[config.mk]
export PLATFORM = sky130hd
export DESIGN_NAME = stage_sequencer_flat
export DESIGN_NICKNAME = d
export VERILOG_FILES = /design/src/rtl/stage_sequencer_pkg.sv /design/src/rtl/stage_sequencer_if.sv /design/src/rtl/stage_sequencer_decode.sv /design/src/rtl/stage_sequencer.sv /design/src/flat_wrapper.sv
export SDC_FILE = /design/constraint.sdc
export NUM_CORES = 1
export LEC_CHECK = 0
export ABC_AREA = 0
export CAP_MARGIN = 40
export CORE_MARGIN = 2
export CORE_UTILIZATION = 40
export CTS_CLUSTER_DIAMETER = 200
export DETAILED_ROUTE_END_ITERATION = 7
export GPL_TIMING_DRIVEN = 0
export SLEW_MARGIN = 10
export SYNTH_ARGS = -nofsm -noshare
export SYNTH_HDL_FRONTEND = slang
export SYNTH_SLANG_ARGS = --single-unit
[constraint.sdc]
create_clock -name clk_i -period 5.7 [get_ports clk_i]
set_input_delay 0.57 -clock clk_i [delete_from_list [all_inputs] [get_ports clk_i]]
set_output_delay 0.57 -clock clk_i [all_outputs]
set_load 0.005 [all_outputs]
[src/rtl/stage_sequencer_pkg.sv]
// Shared types and sizing for the fp16 stage-6 step/stage sequencer.
// Also holds the job-table validity check used when a start is accepted.
package seq_pkg;

  localparam int unsigned STEP_W     = 16;
  localparam int unsigned NUM_STAGES = 8;
  localparam int unsigned STAGE_W    = $clog2(NUM_STAGES + 1);
  localparam int unsigned TABLE_W    = NUM_STAGES * STEP_W;

  typedef logic [STEP_W-1:0]  step_t;
  typedef logic [STAGE_W-1:0] stage_t;
  typedef logic [TABLE_W-1:0] table_t;

  typedef enum logic [1:0] {
    IDLE  = 2'd0,
    RUN   = 2'd1,
    DRAIN = 2'd2,
    DONE  = 2'd3
  } seq_state_e;

  // A table is usable when it is non-decreasing and the last boundary is non-zero
  function automatic logic cfg_valid(input table_t bnd);
    logic ok;
    ok = (bnd[(NUM_STAGES-1)*STEP_W +: STEP_W] != '0);
    for (int unsigned k = 1; k < NUM_STAGES; k++) begin
      if (bnd[k*STEP_W +: STEP_W] < bnd[(k-1)*STEP_W +: STEP_W]) ok = 1'b0;
    end
    return ok;
  endfunction

endpackage

[src/rtl/stage_sequencer_if.sv]
// Job-loader / datapath side bus of the stage sequencer.
// The sequencer uses the slave view; the loader/bench uses the master view.
interface stage_sequencer_if;
  import seq_pkg::*;

  logic   start_i;
  table_t boundary_i;
  logic [NUM_STAGES-1:0] clr_mask_i;
  logic   stall_i;

  logic   busy_o;
  step_t  step_o;
  stage_t stage_o;
  logic   mode_o;
  logic   add_sel_o;
  logic   red_clr_o;
  logic   done_o;
  logic   finished_o;
  logic   cfg_err_o;

  modport slave (
    input  start_i, boundary_i, clr_mask_i, stall_i,
    output busy_o, step_o, stage_o, mode_o, add_sel_o,
           red_clr_o, done_o, finished_o, cfg_err_o
  );

  modport master (
    output start_i, boundary_i, clr_mask_i, stall_i,
    input  busy_o, step_o, stage_o, mode_o, add_sel_o,
           red_clr_o, done_o, finished_o, cfg_err_o
  );

endinterface

[src/rtl/stage_sequencer_decode.sv]
// Comparator ladder: maps a step value onto its stage index and flags a
// reduction clear when the step lands exactly on a masked boundary.
module stage_decode
  import seq_pkg::*;
(
  input  step_t                 step_i,
  input  table_t                bnd_i,
  input  logic [NUM_STAGES-1:0] mask_i,
  output stage_t                stage_c_o,
  output logic                  clr_hit_c_o
);

  // Scan from the top so the smallest matching index wins; equal boundaries skip empty stages
  always_comb begin
    stage_c_o   = stage_t'(NUM_STAGES);
    clr_hit_c_o = 1'b0;
    for (int k = NUM_STAGES - 1; k >= 0; k--) begin
      if (step_i < bnd_i[k*STEP_W +: STEP_W]) stage_c_o = stage_t'(k);
    end
    for (int k = 0; k < NUM_STAGES; k++) begin
      if (mask_i[k] && (step_i == bnd_i[k*STEP_W +: STEP_W])) clr_hit_c_o = 1'b1;
    end
  end

endmodule

[src/rtl/stage_sequencer.sv]
// Step/stage sequencer: latches a job table, walks the step counter with a
// stall handshake, drains the arithmetic pipe and reports done.
module stage_sequencer
  import seq_pkg::*;
#(
  parameter int unsigned MODE_STAGES = 2,
  parameter int unsigned CHAIN_STAGE = 2,
  parameter int unsigned DRAIN_CYC   = 4
) (
  input  logic               clk_i,
  input  logic               rst_i,
  stage_sequencer_if.slave   bus
);

  localparam int unsigned DRN_W = (DRAIN_CYC > 1) ? $clog2(DRAIN_CYC) : 1;
  typedef logic [DRN_W-1:0] drn_t;
  localparam drn_t DRN_LAST = drn_t'(DRAIN_CYC - 1);

  seq_state_e state_q, state_d;
  step_t      step_q, step_d;
  stage_t     stage_q, stage_d;
  table_t     bnd_q, bnd_d;
  logic [NUM_STAGES-1:0] mask_q, mask_d;
  drn_t       drain_q, drain_d;
  logic       busy_q, busy_d;
  logic       mode_q, mode_d;
  logic       add_sel_q, add_sel_d;
  logic       red_clr_q, red_clr_d;
  logic       done_q, done_d;
  logic       finished_q, finished_d;
  logic       cfg_err_q, cfg_err_d;

  logic   accept_c;
  logic   cfg_ok_c;
  step_t  dec_step_c;
  table_t dec_bnd_c;
  logic [NUM_STAGES-1:0] dec_mask_c;
  stage_t dec_stage_c;
  logic   dec_clr_c;
  step_t  bnd_last_c;

  assign accept_c   = bus.start_i && ((state_q == IDLE) || (state_q == DONE));
  assign cfg_ok_c   = cfg_valid(bus.boundary_i);
  assign bnd_last_c = bnd_q[(NUM_STAGES-1)*STEP_W +: STEP_W];

  // On a start the incoming table is decoded at step 0 before it is latched
  assign dec_step_c = accept_c ? '0 : step_q + step_t'(1);
  assign dec_bnd_c  = accept_c ? bus.boundary_i : bnd_q;
  assign dec_mask_c = accept_c ? bus.clr_mask_i : mask_q;

  stage_decode u_decode (
    .step_i      (dec_step_c),
    .bnd_i       (dec_bnd_c),
    .mask_i      (dec_mask_c),
    .stage_c_o   (dec_stage_c),
    .clr_hit_c_o (dec_clr_c)
  );

  always_comb begin
    state_d   = state_q;
    step_d    = step_q;
    stage_d   = stage_q;
    bnd_d     = bnd_q;
    mask_d    = mask_q;
    drain_d   = drain_q;
    red_clr_d = 1'b0;
    done_d    = 1'b0;
    cfg_err_d = 1'b0;

    unique case (state_q)
      IDLE, DONE: begin
        if (bus.start_i) begin
          if (cfg_ok_c) begin
            state_d   = RUN;
            step_d    = '0;
            stage_d   = dec_stage_c;
            red_clr_d = 1'b1;
            bnd_d     = bus.boundary_i;
            mask_d    = bus.clr_mask_i;
          end else begin
            cfg_err_d = 1'b1;
          end
        end
      end
      RUN: begin
        if (!bus.stall_i) begin
          step_d    = dec_step_c;
          stage_d   = dec_stage_c;
          red_clr_d = dec_clr_c;
          if (dec_step_c == bnd_last_c) begin
            state_d = DRAIN;
            drain_d = '0;
          end
        end
      end
      DRAIN: begin
        if (drain_q == DRN_LAST) begin
          state_d = DONE;
          done_d  = 1'b1;
        end else begin
          drain_d = drain_q + drn_t'(1);
        end
      end
      default: state_d = IDLE;
    endcase

    busy_d     = (state_d == RUN) || (state_d == DRAIN);
    finished_d = (state_d == DONE);
    mode_d     = (32'(stage_d) < MODE_STAGES);
    add_sel_d  = (32'(stage_d) == CHAIN_STAGE);
  end

  always_ff @(posedge clk_i) begin
    if (rst_i) begin
      state_q    <= IDLE;
      step_q     <= '0;
      stage_q    <= '0;
      bnd_q      <= '0;
      mask_q     <= '0;
      drain_q    <= '0;
      busy_q     <= 1'b0;
      mode_q     <= (MODE_STAGES > 0);
      add_sel_q  <= (CHAIN_STAGE == 0);
      red_clr_q  <= 1'b0;
      done_q     <= 1'b0;
      finished_q <= 1'b0;
      cfg_err_q  <= 1'b0;
    end else begin
      state_q    <= state_d;
      step_q     <= step_d;
      stage_q    <= stage_d;
      bnd_q      <= bnd_d;
      mask_q     <= mask_d;
      drain_q    <= drain_d;
      busy_q     <= busy_d;
      mode_q     <= mode_d;
      add_sel_q  <= add_sel_d;
      red_clr_q  <= red_clr_d;
      done_q     <= done_d;
      finished_q <= finished_d;
      cfg_err_q  <= cfg_err_d;
    end
  end

  assign bus.busy_o     = busy_q;
  assign bus.step_o     = step_q;
  assign bus.stage_o    = stage_q;
  assign bus.mode_o     = mode_q;
  assign bus.add_sel_o  = add_sel_q;
  assign bus.red_clr_o  = red_clr_q;
  assign bus.done_o     = done_q;
  assign bus.finished_o = finished_q;
  assign bus.cfg_err_o  = cfg_err_q;

endmodule

[src/flat_wrapper.sv]
// flat-port wrapper written by rule: the top's interface ports become plain ports
module stage_sequencer_flat import seq_pkg::*;
#(
  parameter int unsigned MODE_STAGES = 2,
  parameter int unsigned CHAIN_STAGE = 2,
  parameter int unsigned DRAIN_CYC   = 4
)
  (clk_i, rst_i, bus_start_i, bus_boundary_i, bus_clr_mask_i, bus_stall_i, bus_busy_o, bus_step_o, bus_stage_o, bus_mode_o, bus_add_sel_o, bus_red_clr_o, bus_done_o, bus_finished_o, bus_cfg_err_o);
  stage_sequencer_if bus_i ();
  input  logic clk_i;
  input  logic rst_i;
  input wire logic [$bits(bus_i.start_i)-1:0] bus_start_i;
  input wire logic [$bits(bus_i.boundary_i)-1:0] bus_boundary_i;
  input wire logic [$bits(bus_i.clr_mask_i)-1:0] bus_clr_mask_i;
  input wire logic [$bits(bus_i.stall_i)-1:0] bus_stall_i;
  output wire logic [$bits(bus_i.busy_o)-1:0] bus_busy_o;
  output wire logic [$bits(bus_i.step_o)-1:0] bus_step_o;
  output wire logic [$bits(bus_i.stage_o)-1:0] bus_stage_o;
  output wire logic [$bits(bus_i.mode_o)-1:0] bus_mode_o;
  output wire logic [$bits(bus_i.add_sel_o)-1:0] bus_add_sel_o;
  output wire logic [$bits(bus_i.red_clr_o)-1:0] bus_red_clr_o;
  output wire logic [$bits(bus_i.done_o)-1:0] bus_done_o;
  output wire logic [$bits(bus_i.finished_o)-1:0] bus_finished_o;
  output wire logic [$bits(bus_i.cfg_err_o)-1:0] bus_cfg_err_o;
  assign bus_i.start_i = bus_start_i;
  assign bus_i.boundary_i = bus_boundary_i;
  assign bus_i.clr_mask_i = bus_clr_mask_i;
  assign bus_i.stall_i = bus_stall_i;
  assign bus_busy_o = bus_i.busy_o;
  assign bus_step_o = bus_i.step_o;
  assign bus_stage_o = bus_i.stage_o;
  assign bus_mode_o = bus_i.mode_o;
  assign bus_add_sel_o = bus_i.add_sel_o;
  assign bus_red_clr_o = bus_i.red_clr_o;
  assign bus_done_o = bus_i.done_o;
  assign bus_finished_o = bus_i.finished_o;
  assign bus_cfg_err_o = bus_i.cfg_err_o;
  stage_sequencer #(.MODE_STAGES(MODE_STAGES), .CHAIN_STAGE(CHAIN_STAGE), .DRAIN_CYC(DRAIN_CYC)) u_core (.clk_i(clk_i), .rst_i(rst_i), .bus(bus_i));
endmodule
* Yosys cells after proc, flatten, opt, wreduce, memory -nomap -nowiden
Cells that the tools add are included.
** Storage, ports and cells
- Flip-flop bits (word level) :: 167
- RAM bits :: 0
- Bits in read-only memories :: 0
- Latch bits :: 0
- Bits of input ports :: 140
- Memories kept :: 0
- Output and inout bits :: 27
- Word-level logic and storage cells :: 127
** Cells by class
- Multiply operators :: 0
- Muxes and demuxes :: 50
- Order comparisons :: 16
- Bitwise gates (word level) :: 3
- Reductions and logical operators :: 21
- Equal/unequal tests :: 22
- Shift operators :: 0
- Divide/modulo/power cells :: 0
- $add $sub $neg :: 2
** Operators by type and width (count)
- $lt A16 B16 Y1 :: 15
- $eq A16 B16 Y1 :: 9
- $mux W128 :: 1
- $mux W16 :: 4
- $mux W4 :: 11
- $pmux W16 S2 :: 1
- $mux W1 :: 20
- $add A16 B1 Y16 const B :: 1
- $mux W2 :: 8
- $reduce_bool A16 Y1 :: 1
- $eq A2 B2 Y1 const B :: 5
- $logic_and A1 B1 Y1 :: 9
- $mux W8 :: 1
- $pmux W4 S2 :: 1
- $reduce_and A4 Y1 :: 2
- $ne A2 B2 Y1 const B :: 3
- $pmux W2 S3 :: 1
- $eq A2 B1 Y1 const B :: 2
- $eq A4 B2 Y1 const B :: 1
- $lt A4 B2 Y1 const B :: 1
- $ne A2 B1 Y1 const B :: 2
- $pmux W2 S2 :: 1
- $reduce_bool A2 Y1 :: 2
- $reduce_or A2 Y1 :: 2
- other kinds (7) :: 10

* Longest topological paths before layout
- Depth in word-level cells :: 17
- Gate-level depth with buffers :: 19
- Mapped depth without buffers :: 16

* Modules after synthesis
Synthesis repeated with hierarchy kept, for this count alone.
** Second synthesis, totals
- Cell total of the unflattened synthesis :: 2079
- Area total of the unflattened synthesis :: 14323.7 um2
** By module, submodules not included
- stage_sequencer :: area an instance 11011.8 um2, instances 1, seq. area each 3343.2 um2, cells each 1621
- stage_decode :: area an instance 3311.9 um2, instances 1, seq. area each 0.0 um2, cells each 458

* Worst setup path before layout
OpenSTA, ideal clock, no wires.
- Path type :: reg-to-reg
- Start point :: reg u_core.state_q[0]
- End point :: reg u_core.red_clr_q, in the netlist u_core.bus.red_clr_o
- Cell stages (with the launch flop) :: 19
- Data arrival time :: 4.373 ns
- Buffers on the path :: 5
- Path slack :: 1.190 ns
- Required time :: 5.563 ns
- Setup time :: 0.137 ns
- Path through :: dfxtp_1 inv_1 ha_1 and2_0 clkbuf_1 buf_2 clkbuf_1 buf_2 buf_1 mux2i_1 ha_1 and4_1 and3_1 nand3_1 a21oi_1 nor4b_1 or4_1 o41ai_1 a211oi_1
** On the way
- Cells in the longest elaborated chain, start to end :: 16
- Elaborated cells on any way between the ends :: 35
- Classes of those cells :: eq/ne: 10; mux: 13; reduce/logical: 12
** RTL lines
- from (decl) :: RTL line stage_sequencer.sv:19 : seq_state_e state_q, state_d;
- from (signal assigned) :: RTL line stage_sequencer.sv:129 : state_q <= state_d;
- $eq A2 B2 Y1 or $logic_not A2 Y1 (tied branches) :: RTL line stage_sequencer.sv:42, stage_sequencer.sv:70
- $logic_or A1 B1 Y1 :: RTL line stage_sequencer.sv:42 : assign accept_c = bus.start_i && ((state_q == IDLE) || (state_q == DONE));
- $logic_and A1 B1 Y1 :: RTL line stage_sequencer.sv:42
- $mux W16 or $mux W128 (tied branches) :: RTL line stage_sequencer.sv:47, stage_sequencer.sv:48
- $eq A16 B16 Y1 :: RTL line stage_sequencer_decode.sv:21 : if (mask_i[k] && (step_i == bnd_i[k*STEP_W +: STEP_W])) clr_hit_c_o = 1'b1;
- $logic_and A1 B1 Y1 :: RTL line stage_sequencer_decode.sv:21
- $mux W1 (8 in series) :: RTL line stage_sequencer_decode.sv:21
- $mux W1 :: RTL line stage_sequencer.sv:86 : if (!bus.stall_i) begin
- $pmux W1 S2 (*) :: RTL line stage_sequencer.sv:70 : unique case (state_q)
- to (signal assigned) :: RTL line stage_sequencer.sv:138 : red_clr_q <= red_clr_d;
- to (decl) :: RTL line stage_sequencer.sv:28 : logic red_clr_q, red_clr_d;
Mark *: on every way between the ends. The rest lies on a longest branch, timed or not.
A chain may end at the register's enable or synchronous reset.

* Worst setup path after layout
- Start point :: reg u_core.state_q[0]
- End point :: reg u_core.add_sel_q, in the netlist u_core.bus.add_sel_o
** On the way
- Cells in the longest elaborated chain, start to end :: 17
- Elaborated cells on any way between the ends :: 29
- Classes of those cells :: order compare: 8; eq/ne: 3; mux: 14; reduce/logical: 4
** RTL lines
- $eq A2 B2 Y1 or $logic_not A2 Y1 (tied branches) :: RTL line stage_sequencer.sv:42, stage_sequencer.sv:70
- $logic_or A1 B1 Y1 :: RTL line stage_sequencer.sv:42
- $logic_and A1 B1 Y1 :: RTL line stage_sequencer.sv:42
- $mux W16 or $mux W128 (tied branches) :: RTL line stage_sequencer.sv:47, stage_sequencer.sv:48
- $lt A16 B16 Y1 :: RTL line stage_sequencer_decode.sv:18 : if (step_i < bnd_i[k*STEP_W +: STEP_W]) stage_c_o = stage_t'(k);
- $mux W4 (8 in series) :: RTL line stage_sequencer_decode.sv:18
- $mux W4 :: RTL line stage_sequencer.sv:73 : if (cfg_ok_c) begin
- $mux W4 :: RTL line stage_sequencer.sv:72 : if (bus.start_i) begin
- $pmux W4 S2 (*) :: RTL line stage_sequencer.sv:70
- $eq A4 B2 Y1 (*) :: RTL line stage_sequencer.sv:110 : add_sel_d = (32'(stage_d) == CHAIN_STAGE);
- to (signal assigned) :: RTL line stage_sequencer.sv:123 : add_sel_q <= (CHAIN_STAGE == 0);
- to (signal assigned) :: RTL line stage_sequencer.sv:137 : add_sel_q <= add_sel_d;
- to (decl) :: RTL line stage_sequencer.sv:27 : logic add_sel_q, add_sel_d;
Marks and branches as above.

==> impl_metrics.ini <==
[timing]
fmax_mhz = 181
min_period_ns = 5.53
hold_slack_ns = 0.454
setup_viol = 0
finClkSkew_ns = 0.0167
max_slew.worst_pin.slew_ns = 0.938
grt_setup_unrepaired = no
slew_headroom_pct = 37.4
post-route-period-util_pct = 97.0
finalHoldViolations = 0
slew_violations = 0
setup_ws_ns = 0.173

[placement]
pre_cts_slack_ns = -1.49
io_buffers = 165
post_dp_cell_area_um2 = 16100
dp_hpwl_um = 39700
place_congestion = 0.905

[flow_run]
drv_cap = 0

[clocking]
cts.sinks = 167
clk_latency_ns = 0.46
clock_path_buffers = 2
cts_setup_buffers = 0
htreeDepth = 4
numCtsBuffers = 17
ctsResizeCount = 6
clk_pin_slew_ns = 0.07
cts_tree = done
cts_hold_buf = 0
cts_root_buf = clkbuf_16

[finish]
drive_above_1_share_pct = 4.82
final_util_pct = 49.6
fin_area_um2 = 16700
area_growth_pct = 21.9
nets = 2310

[critical_path]
cp_max_fo = 10
max_stage_delay_ns = 0.55
arrival_ns = 5.90
worstPathRequired_ns = 6.08
worst_setup_path_end_kind = register
cp-start-kind = register
cp_top_family = buffers and inverters
cp_slowest_cell = clkbuf_1
crit_type = reg -> reg
cp_cell_sequence = inv_1 > ha_1 > nand2_1 > clkbuf_1 > buf_1 > clkbuf_1 > clkbuf_2 > nand2_1 > ha_1 > nor2b_1 > o211ai_1 > a21oi_1 > a211oi_1 > a211o_1 > a41oi_2 > nand2_1 > o31ai_2 > o2111a_1
crit_buf_inv = 5
crit_top_cell = nand2_1

[floorplanning]
boundaryPins = 167
die_w_um = 189
start_util_pct = 40.7
die-area_um2 = 35800
die_y_um = 189
rows = 67
core_area_um2 = 33700

[global_route]
grt_pass1_vias = 13100
track_usage_pct = 28.3
overflow = 0
grt_pass1_wl_um = 77300
grt_max_degree = 20
antenna_found_initial = 1

[pwr]
p_sw_uw = 871
intPower_uw = 2060
cellPowerDensity_nw_per_um2 = 175
comb_power_share_pct = 19.4
swShare_pct = 29.7
p_seq_share_pct = 39.8
p_total_uw = 2930
ir_worst_vdd_v = 0.000211
leakage_uw = 0.00724
pwr-share-clk_pct = 40.8

[drt]
num_vias = 13800
drc = 0
wirelength_um = 50800
detail_route.wl_per_cell_um = 21.2
dr.pass1.iters = 6
drtIter0Drc = 1134
routed_via_density = 5.76
drt.antenna.violating_nets = 0

[yosys]
avgSynthCellArea_um2 = 7.89
synth.largest_area_cell = dfxtp_1
synth_edf_count = 0
synth_flop_cell = dfxtp_1
synthesis.nets = 2112
synth_top_area_share_pct = 24.4
yosysMostFrequentCell = nand2_1
syn_area_um2 = 13700
synth.area.top_cells = dfxtp_1 24%, ha_1 21%, nand2_1 9.4%
async_flop_share_pct = 0
synth_common_cells = 343 x nand2_1, 232 x ha_1, 221 x a21oi_1
ys_seq_elements = 167
yosysWarnings = 0
yosysSeqAreaShare_pct = 24.4
synth_cell_type_count = 77
syn_inst = 1740

[hold_path]
hp-class = reg -> reg

[outcome]
status = finished clean
power by group through the flow:
| stage | clock (µW) | combinational [µW] | sequential [µW] |
|---|---|---|---|
| after floorplan | 0 | 284 | 1190 |
| after global placement | 0 | 541 | 1190 |
| after detailed placement | 0 | 559 | 1200 |
| after CTS | 1200 | 562 | 1170 |
| after global routing | 1260 | 623 | 1170 |
| final | 1200 | 568 | 1170 |
worst min-delay path: stages, from the launching register on:
cell     delay (ns)
dfxtp_1        0.31
nand2_1        0.05
a21oi_1        0.05
stage by stage:
step	setup TNS, ns	instances
floorplan	0	1740
global placement	-8.89	2353
detailed placement	-7.47	2368
CTS	0	2399
global route	0	2399
finish	0	2400
worst paths after layout:
path / startpoint / end / slack [ns] / cells past startpoint
worst max-delay path: u_core.state_q[0] / u_core.bus.add_sel_o / 0.17 / 18
worst max register to register: u_core.state_q[0] / u_core.bus.add_sel_o / 0.17 / 18
worst min-delay path: u_core.bnd_q[88] / u_core.bnd_q[88] / 0.45 / 2
worst min register to register: u_core.bnd_q[88] / u_core.bnd_q[88] / 0.45 / 2
state kept, by name, indices dropped and copies added, names as in the netlist:
name and count:
u_core.bus.stage_o 4, u_core.bus.busy_o 1, u_core.bus.cfg_err_o 1, u_core.bus.finished_o 1, u_core.bus.mode_o 1, u_core.mask_q 8
u_core.bus.step_o 16, u_core.drain_q 2, u_core.bnd_q 128, u_core.bus.red_clr_o 1, u_core.bus.add_sel_o 1, u_core.bus.done_o 1
u_core.state_q 2
layout by cell type (no fill, tap or decap), types with 19 or more instances in the layout:
cell type,netlist,layout
a21oi_1,221,218
nor2_1,44,40
a211oi_1,21,20
mux2i_1,121,121
inv_1,126,126
nand4_1,44,44
a21o_1,43,43
nor3_1,20,20
nand3_1,25,25
clkdlybuf4s50_1,0,165
clkbuf_1,51,49
dfxtp_1,167,167
nand2_1,343,343
nor2b_1,20,20
o21ai_0,36,36
ha_1,232,232
xnor2_1,19,19
metal layers:
metal  GRT usage, %  part of all wire [%]  vias to the layer above
met5              0                     0                        -
met4           8.77                   2.8                        0
met3           4.60                   7.5                       73
met2           45.6                    45                      549
met1           38.9                    45                     6589
li1               -                     -                     6601
cells by family after synthesis:
| group | count (synthesis) | share of synthesized area, % |
|---|---|---|
| AO/OA/AOI/OAI | 423 | 19.2 |
| XOR/XNOR | 23 | 1.57 |
| adder cells (fa/ha/maj) | 232 | 21.1 |
| buffers and inverters | 209 | 6.07 |
| flip-flops | 167 | 24.4 |
| multiplexers | 122 | 8.91 |
| AND/OR/NAND/NOR | 564 | 18.8 |
final cells by class:
class	instances	area [µm²]
Antenna cell	1	2.50
Buffer	82	367
Clock buffer	19	433
Clock inverter	13	146
Fill cell	3342	17000
Inverter	126	473
Multi-Input combinational cell	1364	9580
Sequential cell	167	3340
Tap cell	448	561
Timing Repair Buffer	180	1830
Power figures use the tool's default switching activity.
